### config.mk
export PLATFORM = sky130hd
export DESIGN_NAME = vga_timing_counter
export DESIGN_NICKNAME = d
export VERILOG_FILES = /design/src/rtl/vga_timing_counter.sv
export SDC_FILE = /design/constraint.sdc
export NUM_CORES = 1
export LEC_CHECK = 0
export BUFFER_PORTS_ARGS = -buffer_cell sky130_fd_sc_hd__buf_2
export CAP_MARGIN = 25
export CORE_MARGIN = 2
export CORE_UTILIZATION = 54
export CTS_CLUSTER_DIAMETER = 60
export DETAILED_ROUTE_END_ITERATION = 7
export GPL_TIMING_DRIVEN = 0
export PLACE_DENSITY = 0.85
export SLEW_MARGIN = 20
export SYNTH_ARGS = -nofsm -noshare
export SYNTH_HDL_FRONTEND = slang
export SYNTH_SLANG_ARGS = --single-unit
### constraint.sdc
create_clock -name clk -period 2 [get_ports clk]
set_clock_uncertainty 0.15 [all_clocks]
set_input_delay 0.3 -clock clk [delete_from_list [all_inputs] [get_ports clk]]
set_output_delay 0.3 -clock clk [all_outputs]
set_load 0.02 [all_outputs]
### src/rtl/vga_timing_counter.sv
// Pixel-rate prescaler plus horizontal/vertical position counters for the VGA output path.
// Optional sticky vertical-blank flag enabled by defining VGA_VBLANK_IRQ_EN.
module vga_timing_counter #(
  parameter int CLK_DIV     = 4,
  parameter int H_TOTAL     = 800,
  parameter int V_TOTAL     = 525,
  parameter int V_VISIBLE   = 480,
  parameter int FRAME_CNT_W = 8
) (
  input  logic                   clk,
  input  logic                   rst_n,
  input  logic                   en,
  input  logic                   resync,
  input  logic                   irq_ack,
  output logic                   pixel_tick,
  output logic [9:0]             h_counter,
  output logic [9:0]             v_counter,
  output logic                   line_end,
  output logic                   frame_end,
  output logic [FRAME_CNT_W-1:0] frame_count,
  output logic                   vblank_irq
);

  localparam logic [9:0] H_LAST = 10'(H_TOTAL - 1);
  localparam logic [9:0] V_LAST = 10'(V_TOTAL - 1);

  logic                   advance;
  logic                   tick;
  logic                   h_wrap;
  logic                   v_wrap;
  logic [9:0]             h_count_reg;
  logic [9:0]             h_count_next;
  logic [9:0]             v_count_reg;
  logic [9:0]             v_count_next;
  logic [FRAME_CNT_W-1:0] frame_count_reg;
  logic [FRAME_CNT_W-1:0] frame_count_next;

  // resync suppresses every strobe in its cycle, so it is folded into the tick itself
  assign advance = en && !resync;

  generate
    if (CLK_DIV == 1) begin : g_no_div
      assign tick = advance;
    end else begin : g_div
      localparam int DIV_W = $clog2(CLK_DIV);
      localparam logic [DIV_W-1:0] DIV_LAST = DIV_W'(CLK_DIV - 1);

      logic [DIV_W-1:0] div_cnt_reg;
      logic [DIV_W-1:0] div_cnt_next;

      always_comb begin
        div_cnt_next = div_cnt_reg;
        if (resync) begin
          div_cnt_next = '0;
        end else if (en) begin
          div_cnt_next = (div_cnt_reg == DIV_LAST) ? '0 : div_cnt_reg + 1'b1;
        end
      end

      always_ff @(posedge clk or negedge rst_n) begin
        if (!rst_n) begin
          div_cnt_reg <= '0;
        end else begin
          div_cnt_reg <= div_cnt_next;
        end
      end

      assign tick = advance && (div_cnt_reg == DIV_LAST);
    end
  endgenerate

  assign h_wrap     = (h_count_reg == H_LAST);
  assign v_wrap     = (v_count_reg == V_LAST);
  assign pixel_tick = tick;
  assign line_end   = tick && h_wrap;
  assign frame_end  = line_end && v_wrap;

  always_comb begin
    h_count_next = h_count_reg;
    v_count_next = v_count_reg;
    if (resync) begin
      h_count_next = '0;
      v_count_next = '0;
    end else if (tick) begin
      h_count_next = h_wrap ? 10'd0 : h_count_reg + 10'd1;
      if (h_wrap) begin
        v_count_next = v_wrap ? 10'd0 : v_count_reg + 10'd1;
      end
    end
  end

  // frame_end is already zero under resync or freeze, so no extra qualification here
  always_comb begin
    frame_count_next = frame_count_reg;
    if (frame_end) begin
      frame_count_next = frame_count_reg + 1'b1;
    end
  end

  always_ff @(posedge clk or negedge rst_n) begin
    if (!rst_n) begin
      h_count_reg     <= '0;
      v_count_reg     <= '0;
      frame_count_reg <= '0;
    end else begin
      h_count_reg     <= h_count_next;
      v_count_reg     <= v_count_next;
      frame_count_reg <= frame_count_next;
    end
  end

  assign h_counter   = h_count_reg;
  assign v_counter   = v_count_reg;
  assign frame_count = frame_count_reg;

`ifdef VGA_VBLANK_IRQ_EN
  localparam logic [9:0] V_VIS = 10'(V_VISIBLE);

  logic vblank_set;
  logic vblank_irq_reg;
  logic vblank_irq_next;

  // Set when the line wrap lands on the first non-visible line; set beats ack.
  assign vblank_set = line_end && (v_count_next == V_VIS);

  always_comb begin
    vblank_irq_next = vblank_irq_reg;
    if (vblank_set) begin
      vblank_irq_next = 1'b1;
    end else if (irq_ack) begin
      vblank_irq_next = 1'b0;
    end
  end

  always_ff @(posedge clk or negedge rst_n) begin
    if (!rst_n) begin
      vblank_irq_reg <= 1'b0;
    end else begin
      vblank_irq_reg <= vblank_irq_next;
    end
  end

  assign vblank_irq = vblank_irq_reg;
`else
  logic unused_irq_inputs;
  assign unused_irq_inputs = &{1'b0, irq_ack, 10'(V_VISIBLE)};
  assign vblank_irq        = 1'b0;
`endif

endmodule

; After elaboration in Yosys (flattened, before gate mapping)
; Cells that the tools add are included.
[classes]
add_sub_neg = 4
eq_ne = 3
mux = 10
n_reduce_logical = 9
[op_table]
columns = operator, n
row1 = 2-to-1 mux 10 bit, 7
row2 = "adder 10 x 1 -> 10 bit, second input constant", 2
row3 = "equality test 10 bit, second input constant", 2
row4 = "adder 8 x 1 -> 8 bit, second input constant", 1
row5 = 2-to-1 mux 2 bit, 3
row6 = nonzero test 2 bit, 3
row7 = logical AND 1 bit, 4
row8 = "adder 2 x 1 -> 2 bit, second input constant", 1
row9 = "equality test 2 bit, second input constant", 1
row10 = AND reduction 2 bit, 1
row11 = zero test 1 bit, 1
[totals]
register_bits = 30
in_bits = 5
output_inout_bits = 32
word_cells = 30

; Depth between registers and ports, before layout
[logic_depth]
depth_word = 5
mapped_depth = 7
mapped_depth_nobuf = 6

; Worst setup path before layout
; No wires, ideal clock.
[synth_timing]
path_kind = register -> output
startpoint = register h_count_reg[0] (netlist: h_counter[0])
endpoint = output frame_end
arrival_ps = 1604
required_time_ps = 1550
slack_ps = -54
stages_incl_launch_ff = 6
n_path_buf = 1
cell_sequence = dfrtp_1 -> ha_1 -> nand4_4 -> nor4_4 -> buf_6 -> and2_1
[synth_via]
elab_chain_len = 3
[synth_rtl]
columns = item, line
row1 = "start, declared", 31  ; logic [9:0] h_count_reg;
row2 = "start signal, assigned", 106  ; h_count_reg <= h_count_next;
row3 = equality test 10 bit, 72  ; assign h_wrap = (h_count_reg == H_LAST);
row4 = logical AND 1 bit, 75  ; assign line_end = tick && h_wrap;
row5 = named net line_end, 18  ; output logic line_end,
row6 = logical AND 1 bit, 76  ; assign frame_end = line_end && v_wrap;
row7 = "end, declared", 19  ; output logic frame_end,
; The timed path passes the listed nets, and every way through them passes these cells.

; Worst setup path in the final report
[layout_timing]
startpoint = register h_count_reg[1] (netlist: h_counter[1])
endpoint = output frame_end
[layout_via]
elab_chain_len = 3
[layout_rtl]
columns = item, line
row1 = equality test 10 bit, 72
row2 = logical AND 1 bit, 75
row3 = logical AND 1 bit, 76
; No other way between the ends.

==> key figures <==
Layout
  – Layout Utilization: 73.3%
  – # diodes: 0
  – Fillers: 206
  – Final Net Count: 239
  – P&R area growth vs syn: 30.7%
  – Share of cells above drive strength 1: 38.3%

Floorplan
  – IO Pins: 37
  – # rows: 20
  – Initial Utilization: 56.1%
  – Die Ht: 60.1 um
  – Core box area: 3030 um^2
  – Area of the die: 3610 um^2
  – Die width: 60.1 um

Critical path
  – Endpoint of the worst-slack reg-to-reg timing path: v_counter[4]
  – R2R Setup Slk: 0.08 ns
  – Critical path launch point: h_counter[1]
  – Startpoint Class: flip-flop
  – Critical R2R Launch: h_counter[1]
  – Crit path kind: reg -> out
  – Worst-case reg-to-reg path depth: 6
  – Critical path capture point type: output port
  – CP Max Fanout: 3
  – Critical path data arrival time: 1.72 ns
  – CP Data Required Time: 1.55 ns

Timing
  – Unrepaired setup endpoints after global routing: true
  – Slew @ Worst Pin: 0.664 ns
  – Pins Over Slew Limit: 0
  – Hold_ws: 0.142 ns
  – Final Hold Fails: 0
  – Min Tclk post-route: 2.17 ns
  – # setup viols final: 2
  – TNS Setup: -0.315 ns
  – Fmax: 0.460 GHz
  – Min setup slack post-route: -0.174 ns
  – Tcrit/Tclk final: 109%
  – Max-slew headroom: 55.7%

Place
  – Post-Place Worst Slack: -0.155 ns
  – GP Congestion: 0.850
  – Port buffer count: 33
  – DPL Wire Length: 2490 um

Run
  – Max Cap Viol: 0

Detailed routing
  – Via density per instance: 5.59
  – Routed WL per cell: 15.5 um
  – Vias: 1533
  – Drt drc: 0
  – Starting DRT DRC Count: 166
  – Post-Route WL: 4260 um
  – Drt pass-1 iters: 4
  – Final ANT Viol Nets: 0

Clocking
  – Clock latency on the worst-skew pair: 0.34 ns
  – Worst-path clk slew: 0.11 ns
  – CTS Buf Count: 5
  – CTS tree: built
  – Root Buffer: clkbuf_4
  – H-tree depth: 2
  – Clock tree sinks: 30
  – Max Root-Sink Buffers: 2

Pwr
  – Power Density: 474 nW/um^2
  – Tot Pwr: 1.05 mW
  – Leakage power: 1.03 nW
  – Maximum vdd drop: 0.000316 V

GRT
  – First-pass GRT wire length: 6580 um
  – Overall routing resource usage: 25.2%
  – GR Overflow Total: 0
  – Initial antenna violation count: 0
  – Vias in the first global route: 1448
  – Largest net degree at the start of global routing: 31

Hold path
  – Worst hold stages: 3
  – Hold Crit Class: in -> reg
  – Hold Crit Start: en
  – WHS Endpoint: g_div.div_cnt_reg[0]

Yosys
  – Synth Area per Inst: 10.2 um^2
  – Mapped cell area: 1700 um^2
  – Synth top area share: 44.2%
  – Ranking of synthesized cells by area: dfrtp_1, xnor2_1, nor2_1
  – Area leader, netlist: dfrtp_1
  – Synth unique cells: 43
  – Post-Syn Nets: 176
  – Async S/R FF share, synth: 100%
  – Top FF cell, synth: dfrtp_1
  – Post-synth EDFFs: 0
  – Sequential share of the synthesized area: 44.2%
  – Cell count after synthesis: 166
  – Flops & latches, synth: 30
  – Yosys warns: 0

Status
  – Failing checks: setup timing
  – Run status: complete, but fails checks
critical path, stage by stage, from the launching register on:
cell and delay, ns:
dfrtp_2 0.41, ha_4 0.15, nand4_4 0.14, nor4_4 0.29
buf_6 0.15, and2_4 0.13, buf_6 0.10
worst max-delay path by stage:
stage	slack, ns	endpoint	depth (start not counted)
5_1_grt	-0.23	frame_end	6
2_1_floorplan	0.01	frame_end	6
3_5_place_dp	-0.15	frame_end	6
3_3_place_gp	-0.13	frame_end	6
6_report	-0.17	frame_end	6
4_1_cts	-0.16	frame_end	7
synthesized netlist by cell type (2+ instances only):
master,n
nand3_1,10
dfrtp_1,30
nor3_1,3
o2bb2ai_1,4
inv_1,5
and3_1,3
a21oi_1,2
o31ai_1,2
nor2_1,17
buf_2,2
mux2i_1,3
and2_1,3
nor3b_1,2
nand4_1,7
nand2_1,14
nand3b_1,3
nor2b_1,3
ha_1,5
buf_4,2
xnor2_1,16
nor4_1,3
a31oi_1,2
o21ai_0,5
layout make-up:
class | instances | area, um^2 | share of cell area [%]
Sequential cell | 30 | 753 | 33.9
Clock buffer | 7 | 55.1 | 2.48
Inverter | 5 | 18.8 | 0.845
Tap cell | 44 | 55.1 | 2.48
Multi-Input combinational cell | 125 | 937 | 42.2
Clock inverter | 1 | 5.00 | 0.225
Timing Repair Buffer | 57 | 360 | 16.2
Buffer | 5 | 36.3 | 1.63
routing by layer:
metal	global-route usage, %	wire length, um	up-vias
met5	0	0	-
met4	11.7	70	0
met3	7.36	292	11
met2	39.0	2120	76
met1	32.5	1770	735
li1	-	-	711
cells by family (layout without fill, tap and decap cells):
group                    Yosys count  after routing  share of synthesized area [%]
AND/OR/NAND/NOR                   80             80                           29.1
adder cells (fa/ha/maj)            5              5                           3.68
AO/OA/AOI/OAI                     18             18                           8.10
other                              1              1                          0.221
buffers and inverters             11             75                           3.53
XOR/XNOR                          17             17                           8.76
multiplexers                       4              4                           2.43
flip-flops                        30             30                           44.2
what timing repair did:
item / 4_1_cts / 5_1_grt
hold buffers: 1 / 0
gates resized for setup: 14 / 1
buffers inserted: 16 / 7
pin swaps: 7 / 1
endpoints found under the hold margin: 30 / 0
endpoints found under the setup margin: 2 / 4
through the flow:
step | std cells | area [um^2]
2_1_floorplan | 166 | 1720
3_3_place_gp | 243 | 1940
3_5_place_dp | 243 | 1940
4_1_cts | 268 | 2180
5_1_grt | 274 | 2220
6_report | 274 | 2220
placed cells by master, fill, tap and decap left out, drive strengths merged, types with 2 or more instances in the layout:
cell	count
a21oi	2
nor4	4
nand3	10
or3	2
and2	4
a31oi	2
nor2	17
o31ai	2
nand4	8
dfrtp	30
o2bb2ai	4
clkbuf	8
inv	5
ha	5
mux2i	3
nor3b	2
nor3	4
nand3b	3
nor2b	3
o21ai	6
buf	60
xnor2	16
and3	3
nand2	14
report_power, final:
group	leakage [nW]	internal [mW]	switching (mW)	total, mW
logic	0.582	0.0196	0.0368	0.0563
registers	0.415	0.610	0.00440	0.614
clock network	0.0353	0.170	0.213	0.383
total	1.03	0.800	0.254	1.05
Note: power is estimated with default switching activity, not from simulation.
